## src/rtl/jtag_dbg_pkg.sv

```systemverilog
// Shared definitions for the debug-side GPR access path: DMI op codes and addresses,
// abstract-command field positions, cmderr codes and FSM states.
package jtag_dbg_pkg;

    localparam logic [1:0] OpNop   = 2'd0;
    localparam logic [1:0] OpRead  = 2'd1;
    localparam logic [1:0] OpWrite = 2'd2;
    localparam logic [1:0] OpRsvd  = 2'd3;

    localparam int unsigned AddrData0      = 'h04;
    localparam int unsigned AddrAbstractcs = 'h16;
    localparam int unsigned AddrCommand    = 'h17;

    localparam int unsigned CmdTypeLsb  = 24;
    localparam int unsigned CmdTypeMsb  = 31;
    localparam int unsigned AarsizeLsb  = 20;
    localparam int unsigned AarsizeMsb  = 22;
    localparam int unsigned TransferBit = 17;
    localparam int unsigned WriteBit    = 16;
    localparam int unsigned RegnoMsb    = 15;
    localparam logic [2:0]  Aarsize32   = 3'd2;

    localparam int unsigned AbscsBusyBit   = 12;
    localparam int unsigned AbscsCmderrLsb = 8;
    localparam int unsigned AbscsCmderrMsb = 10;
    localparam logic [3:0]  DataCount      = 4'd1;

    typedef enum logic [2:0] {
        CmdErrNone       = 3'd0,
        CmdErrNotSup     = 3'd2,
        CmdErrHaltResume = 3'd4
    } cmderr_e;

    typedef enum logic [1:0] {
        StIdle,
        StAccess,
        StResp
    } state_e;

endpackage

```

## src/rtl/jtag_abs_cmd_decode.sv

```systemverilog
// Combinational decode of an "access register" abstract command into a GPR access
// decision and the resulting cmderr value.
module jtag_abs_cmd_decode
    import jtag_dbg_pkg::*;
#(
    parameter int unsigned GPR_NUM    = 32,
    parameter logic [15:0] REGNO_BASE = 16'h1000,
    localparam int unsigned IdxW      = $clog2(GPR_NUM)
) (
    input  logic [31:0]     i_command,
    input  logic            i_halted,
    input  logic [2:0]      i_cmderr,
    output logic            o_do_access,
    output logic            o_is_write,
    output logic [IdxW-1:0] o_gpr_index,
    output logic [2:0]      o_new_cmderr
);

    logic [16:0] w_offset;
    logic        w_in_range;
    logic        w_transfer;
    logic        w_notsup;

    // 17-bit subtraction: bit 16 set means regno is below the base.
    assign w_offset   = {1'b0, i_command[RegnoMsb:0]} - {1'b0, REGNO_BASE};
    assign w_in_range = !w_offset[16] && (w_offset < 17'(GPR_NUM));
    assign w_transfer = i_command[TransferBit];
    assign w_notsup   = (i_command[CmdTypeMsb:CmdTypeLsb] != 8'd0)
                     || (i_command[AarsizeMsb:AarsizeLsb] != Aarsize32)
                     || (w_transfer && !w_in_range);

    assign o_is_write  = i_command[WriteBit];
    assign o_gpr_index = w_offset[IdxW-1:0];

    always_comb begin
        o_do_access  = 1'b0;
        o_new_cmderr = i_cmderr;
        if (i_cmderr != CmdErrNone) begin
            o_new_cmderr = i_cmderr;
        end else if (w_notsup) begin
            o_new_cmderr = CmdErrNotSup;
        end else if (!i_halted) begin
            o_new_cmderr = CmdErrHaltResume;
        end else if (w_transfer) begin
            o_do_access = 1'b1;
        end
    end

endmodule

```

## src/rtl/jtag_gpr_access.sv

```systemverilog
// DMI-facing debug initiator: holds DATA0/ABSTRACTCS/COMMAND and runs register-access
// abstract commands against the register file's debug port.
module jtag_gpr_access
    import jtag_dbg_pkg::*;
#(
    parameter int unsigned DMI_ADDR_W = 6,
    parameter int unsigned DATA_W     = 32,
    parameter int unsigned GPR_NUM    = 32,
    parameter logic [15:0] REGNO_BASE = 16'h1000,
    localparam int unsigned IdxW      = $clog2(GPR_NUM)
) (
    input  logic                  clk,
    input  logic                  rst,
    input  logic                  req_valid,
    output logic                  req_ready,
    input  logic [1:0]            req_op,
    input  logic [DMI_ADDR_W-1:0] req_addr,
    input  logic [DATA_W-1:0]     req_wdata,
    output logic                  resp_valid,
    input  logic                  resp_ready,
    output logic [DATA_W-1:0]     resp_rdata,
    output logic                  resp_err,
    input  logic                  halted_i,
    output logic                  gpr_we_o,
    output logic [IdxW-1:0]       gpr_addr_o,
    output logic [DATA_W-1:0]     gpr_wdata_o,
    input  logic [DATA_W-1:0]     gpr_rdata_i
);

    state_e            r_state, w_state_d;
    logic [DATA_W-1:0] r_data0, w_data0_d;
    logic [2:0]        r_cmderr, w_cmderr_d;
    logic              r_busy, w_busy_d;
    logic              r_is_write, w_is_write_d;
    logic [IdxW-1:0]   r_gpr_idx, w_gpr_idx_d;
    logic [DATA_W-1:0] r_resp_rdata, w_resp_rdata_d;
    logic              r_resp_err, w_resp_err_d;

    logic              w_do_access;
    logic              w_dec_write;
    logic [IdxW-1:0]   w_dec_idx;
    logic [2:0]        w_new_cmderr;
    logic [DATA_W-1:0] w_abscs;
    logic              w_is_data0, w_is_abscs, w_is_cmd;

    jtag_abs_cmd_decode #(
        .GPR_NUM    (GPR_NUM),
        .REGNO_BASE (REGNO_BASE)
    ) u_decode (
        .i_command    (req_wdata[31:0]),
        .i_halted     (halted_i),
        .i_cmderr     (r_cmderr),
        .o_do_access  (w_do_access),
        .o_is_write   (w_dec_write),
        .o_gpr_index  (w_dec_idx),
        .o_new_cmderr (w_new_cmderr)
    );

    assign w_is_data0 = (req_addr == DMI_ADDR_W'(AddrData0));
    assign w_is_abscs = (req_addr == DMI_ADDR_W'(AddrAbstractcs));
    assign w_is_cmd   = (req_addr == DMI_ADDR_W'(AddrCommand));

    always_comb begin
        w_abscs = '0;
        w_abscs[AbscsBusyBit]                  = r_busy;
        w_abscs[AbscsCmderrMsb:AbscsCmderrLsb] = r_cmderr;
        w_abscs[3:0]                           = DataCount;
    end

    assign req_ready   = (r_state == StIdle);
    assign resp_valid  = (r_state == StResp);
    assign resp_rdata  = r_resp_rdata;
    assign resp_err    = r_resp_err;
    // GPR port is driven only in ACCESS, so a reset edge ends any write immediately.
    assign gpr_we_o    = (r_state == StAccess) && r_is_write;
    assign gpr_addr_o  = (r_state == StAccess) ? r_gpr_idx : '0;
    assign gpr_wdata_o = gpr_we_o ? r_data0 : '0;

    always_comb begin
        w_state_d      = r_state;
        w_data0_d      = r_data0;
        w_cmderr_d     = r_cmderr;
        w_busy_d       = r_busy;
        w_is_write_d   = r_is_write;
        w_gpr_idx_d    = r_gpr_idx;
        w_resp_rdata_d = r_resp_rdata;
        w_resp_err_d   = r_resp_err;
        case (r_state)
            StIdle: begin
                if (req_valid) begin
                    w_state_d      = StResp;
                    w_resp_rdata_d = '0;
                    w_resp_err_d   = 1'b0;
                    w_busy_d       = 1'b0;
                    case (req_op)
                        OpRead: begin
                            if (w_is_data0) begin
                                w_resp_rdata_d = r_data0;
                            end else if (w_is_abscs) begin
                                w_resp_rdata_d = w_abscs;
                            end
                        end
                        OpWrite: begin
                            if (w_is_data0) begin
                                w_data0_d = req_wdata;
                            end else if (w_is_abscs) begin
                                w_cmderr_d = r_cmderr & ~req_wdata[AbscsCmderrMsb:AbscsCmderrLsb];
                            end else if (w_is_cmd) begin
                                w_cmderr_d = w_new_cmderr;
                                if (w_do_access) begin
                                    w_state_d    = StAccess;
                                    w_busy_d     = 1'b1;
                                    w_is_write_d = w_dec_write;
                                    w_gpr_idx_d  = w_dec_idx;
                                end
                            end
                        end
                        OpRsvd:  w_resp_err_d = 1'b1;
                        default: ;
                    endcase
                end
            end
            StAccess: begin
                if (!r_is_write) begin
                    w_data0_d = gpr_rdata_i;
                end
                w_state_d = StResp;
            end
            StResp: begin
                if (resp_ready) begin
                    w_state_d = StIdle;
                    w_busy_d  = 1'b0;
                end
            end
            default: w_state_d = StIdle;
        endcase
    end

    always_ff @(posedge clk) begin
        if (rst) begin
            r_state      <= StIdle;
            r_data0      <= '0;
            r_cmderr     <= CmdErrNone;
            r_busy       <= 1'b0;
            r_is_write   <= 1'b0;
            r_gpr_idx    <= '0;
            r_resp_rdata <= '0;
            r_resp_err   <= 1'b0;
        end else begin
            r_state      <= w_state_d;
            r_data0      <= w_data0_d;
            r_cmderr     <= w_cmderr_d;
            r_busy       <= w_busy_d;
            r_is_write   <= w_is_write_d;
            r_gpr_idx    <= w_gpr_idx_d;
            r_resp_rdata <= w_resp_rdata_d;
            r_resp_err   <= w_resp_err_d;
        end
    end

endmodule

```

## config.mk

```make
export PLATFORM = sky130hd
export DESIGN_NAME = jtag_gpr_access
export DESIGN_NICKNAME = d
export VERILOG_FILES = /design/src/rtl/jtag_dbg_pkg.sv /design/src/rtl/jtag_abs_cmd_decode.sv /design/src/rtl/jtag_gpr_access.sv
export SDC_FILE = /design/constraint.sdc
export NUM_CORES = 1
export LEC_CHECK = 0
export ABC_AREA = 1
export BUFFER_PORTS_ARGS = -buffer_cell sky130_fd_sc_hd__buf_4
export CORE_ASPECT_RATIO = 1.75
export CORE_MARGIN = 2
export CORE_UTILIZATION = 48
export DETAILED_ROUTE_END_ITERATION = 8
export PLACE_DENSITY = 0.8
export SYNTH_ARGS = -nofsm -noshare
export SYNTH_HDL_FRONTEND = slang
export SYNTH_SLANG_ARGS = --single-unit
export TNS_END_PERCENT = 10
```

## constraint.sdc

```tcl
create_clock -name clk -period 1.6 [get_ports clk]
set_input_delay 0.08 -clock clk [delete_from_list [all_inputs] [get_ports clk]]
set_output_delay 0.08 -clock clk [all_outputs]
set_load 0.02 [all_outputs]
```

==> parameters.txt <==
Parameter                              Value

Critical path
  Source of the worst register-to-register timing path    r_state[0]$_SDFFE_PP0P_
  Worst reg-to-reg setup slack    0.06 ns
  Signal arrival time at the worst endpoint    1.55 ns
  Critical path, cell by cell    nor2_4, inv_2, nor2_4, inv_6, clkbuf_16, nor2_2, buf_4
  Reg2Reg Depth    9
  Setup crit start kind    flop
  Capture instance of the worst register-to-register path    resp_rdata[19]$_SDFFE_PP0P_
  Slowest library cell on the worst path    dfxtp_4
  Worst Path Required    1.52 ns
  Endpoint of the worst setup timing path    gpr_wdata_o[21]
  Type of destination of the critical path    output port
  Largest driver fanout on the critical path    8
  Most used cell along the critical path    nor2_4
  Kind of critical path    flop to output port
  Worst setup startpoint    r_state[1]$_SDFFE_PP0P_
  Largest stage delay, worst path    0.36 ns

Floorplanning
  Placeable core region    ~0.0075 mm²
  Row count    42
  Initial standard-cell utilization of the core    0.489
  Number of top-level pins    150
  X dimension of the die    approximately 70 µm
  Die Footprint    ~0.0084 mm²
  Die span in y    119 µm

Finish
  Most frequent standard cell in the layout excluding fill and tap cells    nand2_1
  Register cell area after layout    0.00155 mm²
  Area occupied by multi-input gates    around 0.0019 mm²
  Number of antenna repair diodes    0
  Final standard cell area without fillers    0.00566 mm²
  Ratio of cells with drive above 1 in the final layout    0.312
  Number of fillers in the final layout    576
  Area added between synthesis and finish    55.0%
  Commonest non-fill, non-tap cells in the layout    nand2_1 (187), buf_4 (139), dfxtp_1 (75)
  Fin cells    821
  Final #Nets    806

Detailed routing
  Routed length per instance    between 10 and 15 µm
  Via-to-Cell Ratio    5.09
  First-pass DRT Iterations    4
  Final antenna-violating net count    0
  Via count    4,177
  DRC marker count from the first detailed-route iteration    239
  Total Wirelength    12.1 mm
  Drc violations    0

Synth
  Avg Cell Area, Syn    roughly 6.4 µm²
  Largest cells by area after synthesis    dfxtp_1 (42%), nand2_1 (19%), a21oi_1 (8.6%)
  Post-synthesis cell count    575
  Sequential fraction of the synthesis area    0.422
  Register bit count reported by yosys    between 70 and 80
  Top-area cell type share of the netlist area    0.422
  YS warnings    0
  Netlist area before placement    0.00365 mm²
  Library cell occupying the most area in the post-synthesis netlist    dfxtp_1
  Post-synthesis net count    653
  Distinct cell type count of the synthesized netlist    27

STA
  Tightest hold margin    0.0238 ns
  Slew at the pin closest to its max-slew limit    0.405 ns
  # setup viols final    11
  Final Hold Viols    0
  Worst relative slew slack    0.730
  Unrepaired setup endpoints after global routing    true
  Post-layout min period    1.63 ns
  Final critical-path setup slack    -0.0276 ns
  Peak clock frequency supported by timing    a little over 600 MHz
  Share of the cycle needed by the critical path after routing    1.02
  Layout Skew    0.00462 ns
  Max-slew violation count    0

Placement
  Minimum setup slack after placement    -0.0398 ns
  Routability-driven placement congestion ratio    0.880
  PortBufs    149
  Standard cell area after detailed placement    0.00493 mm²
  Post-detail-place hpwl    8.15 mm
  Placed cells    794

Global routing
  Antenna violations before repair    0
  GRT Residual Overflow    0
  Aggregate global-route resource usage    0.287
  Number of global-route vias before repair    4,120
  First-pass GRT wire length    18.7 mm
  Largest net degree at the start of global routing    42

CTS
  Cell chosen for the clock root    clkbuf_16
  Reg clk slew, reported paths    approximately 0.06 ns
  TritonCTS clock tree    done
  Number of sinks driven by the clock tree    77
  Clock insertion delay at the later pin of the skew report    0.33 ns
  Number of H-tree levels    3
  CTS Buf Count    9
  Deepest clock path buffer count    2

Pwr
  IR drop worst, VDD    594 µV
  Pwr per Cell Area    797 mW/mm²
  Leakage component of the power    approximately 2.5 nW

Outcome
  Result of the run    complete, but fails checks
  Violations in the final reports    setup timing

Job
  Number of max-capacitance violations reported    0

Hold path
  Min-Delay Path Class    primary input to flop
==> synthesized netlist by cell type <==
master    number
clkbuf_1      20
ha_1           1
nor2_4         2
nor2_2         2
nand2_4        1
nand4_1        2
buf_4          1
o21ai_1       28
or2_2          1
a21oi_1       63
a21oi_2        1
a221oi_1       1
o21ai_0       14
nand2_2        2
nor2_1        79
o22ai_1        1
buf_1          1
nand3_1       10
o21ai_4        1
inv_2          2
o211ai_1       1
inv_1         64
nand2_1      188
dfxtp_1       77
and2_1         1
buf_2          9
nor3_1         2
==> worst min-delay path by stage <==
| stage | from | end | slack [ns] | depth (start not counted) |
|---|---|---|---|---|
| after floorplan | req_wdata[0] | r_gpr_idx[0]$_SDFFE_PP0P_ | 0.21 | 2 |
| after global placement | req_wdata[1] | r_gpr_idx[1]$_SDFFE_PP0P_ | 0.31 | 3 |
| final | req_op[0] | resp_err$_SDFFE_PP0P_ | 0.02 | 3 |
| after global routing | req_wdata[8] | r_cmderr[0]$_SDFFE_PP0P_ | 0.04 | 3 |
| after CTS | req_op[0] | resp_err$_SDFFE_PP0P_ | 0.02 | 3 |
| after detailed placement | req_wdata[2] | r_gpr_idx[2]$_SDFFE_PP0P_ | 0.32 | 3 |
==> critical path, delay by kind of cell (launching register included) <==
family	cells	cell delay, ns
buffers and inverters	4	0.49
flip-flops	1	0.36
AND/OR/NAND/NOR	3	0.36
==> layer usage <==
| layer | up-vias | wire length [µm] | global-route usage |
|---|---|---|---|
| li1 | 2087 | - | - |
| met1 | 1893 | 4200 | 0.288 |
| met2 | 163 | 6760 | 0.534 |
| met3 | 34 | 710 | 0.0558 |
| met4 | 0 | 448 | 0.166 |
| met5 | - | 0 | 0 |
==> power by group <==
group	switching [mW]	leakage [nW]	total (mW)	internal (mW)
clock network	0.762	0.163	2.21	1.45
registers	0.00463	0.621	1.93	1.92
logic	0.189	1.73	0.379	0.190
total	0.956	2.51	4.51	3.56
==> what timing repair did <==
item,4_1_cts,5_1_grt
setup buffers,2,1
setup endpoints to repair,32,40
hold endpoints to repair,5,0
gates resized for setup,52,27
hold buffers,5,0
pin swaps,1,3
cloned,2,1
==> metrics by stage <==
step	TNS [ns]	power, mW	utilization
4_1_cts	-0.0736	4.53	0.742
3_5_place_dp	-0.0398	2.33	0.660
6_report	-0.114	4.51	0.759
5_1_grt	-1.46	4.65	0.759
2_1_floorplan	-2.28	2.11	-
3_3_place_gp	0	2.33	0.660
==> flip-flops by register name (all words and copies together) (netlist names) <==
signal / cells
r_gpr_idx: 5
r_is_write: 1
resp_err: 1
r_cmderr: 3
resp_rdata: 32
r_busy: 1
r_state: 2
r_data0: 32
==> kinds of logic (layout without fill, tap and decap cells) <==
family / after synthesis / count (layout) / synth area share
AO/OA/AOI/OAI: 110 / 110 / 0.157
adder cells (fa/ha/maj): 1 / 1 / 0.00343
buffers and inverters: 97 / 255 / 0.104
flip-flops: 77 / 77 / 0.422
AND/OR/NAND/NOR: 290 / 290 / 0.314
==> layout make-up <==
cell class                 instances  area share
multi-input combinational        401       0.337
sequential                        77       0.273
timing repair buffer             173       0.268
clock buffer                      12      0.0453
inverter                          66      0.0446
tap                               88      0.0194
clock inverter                     4      0.0124
No activity file was read; power rests on OpenSTA's default activity.
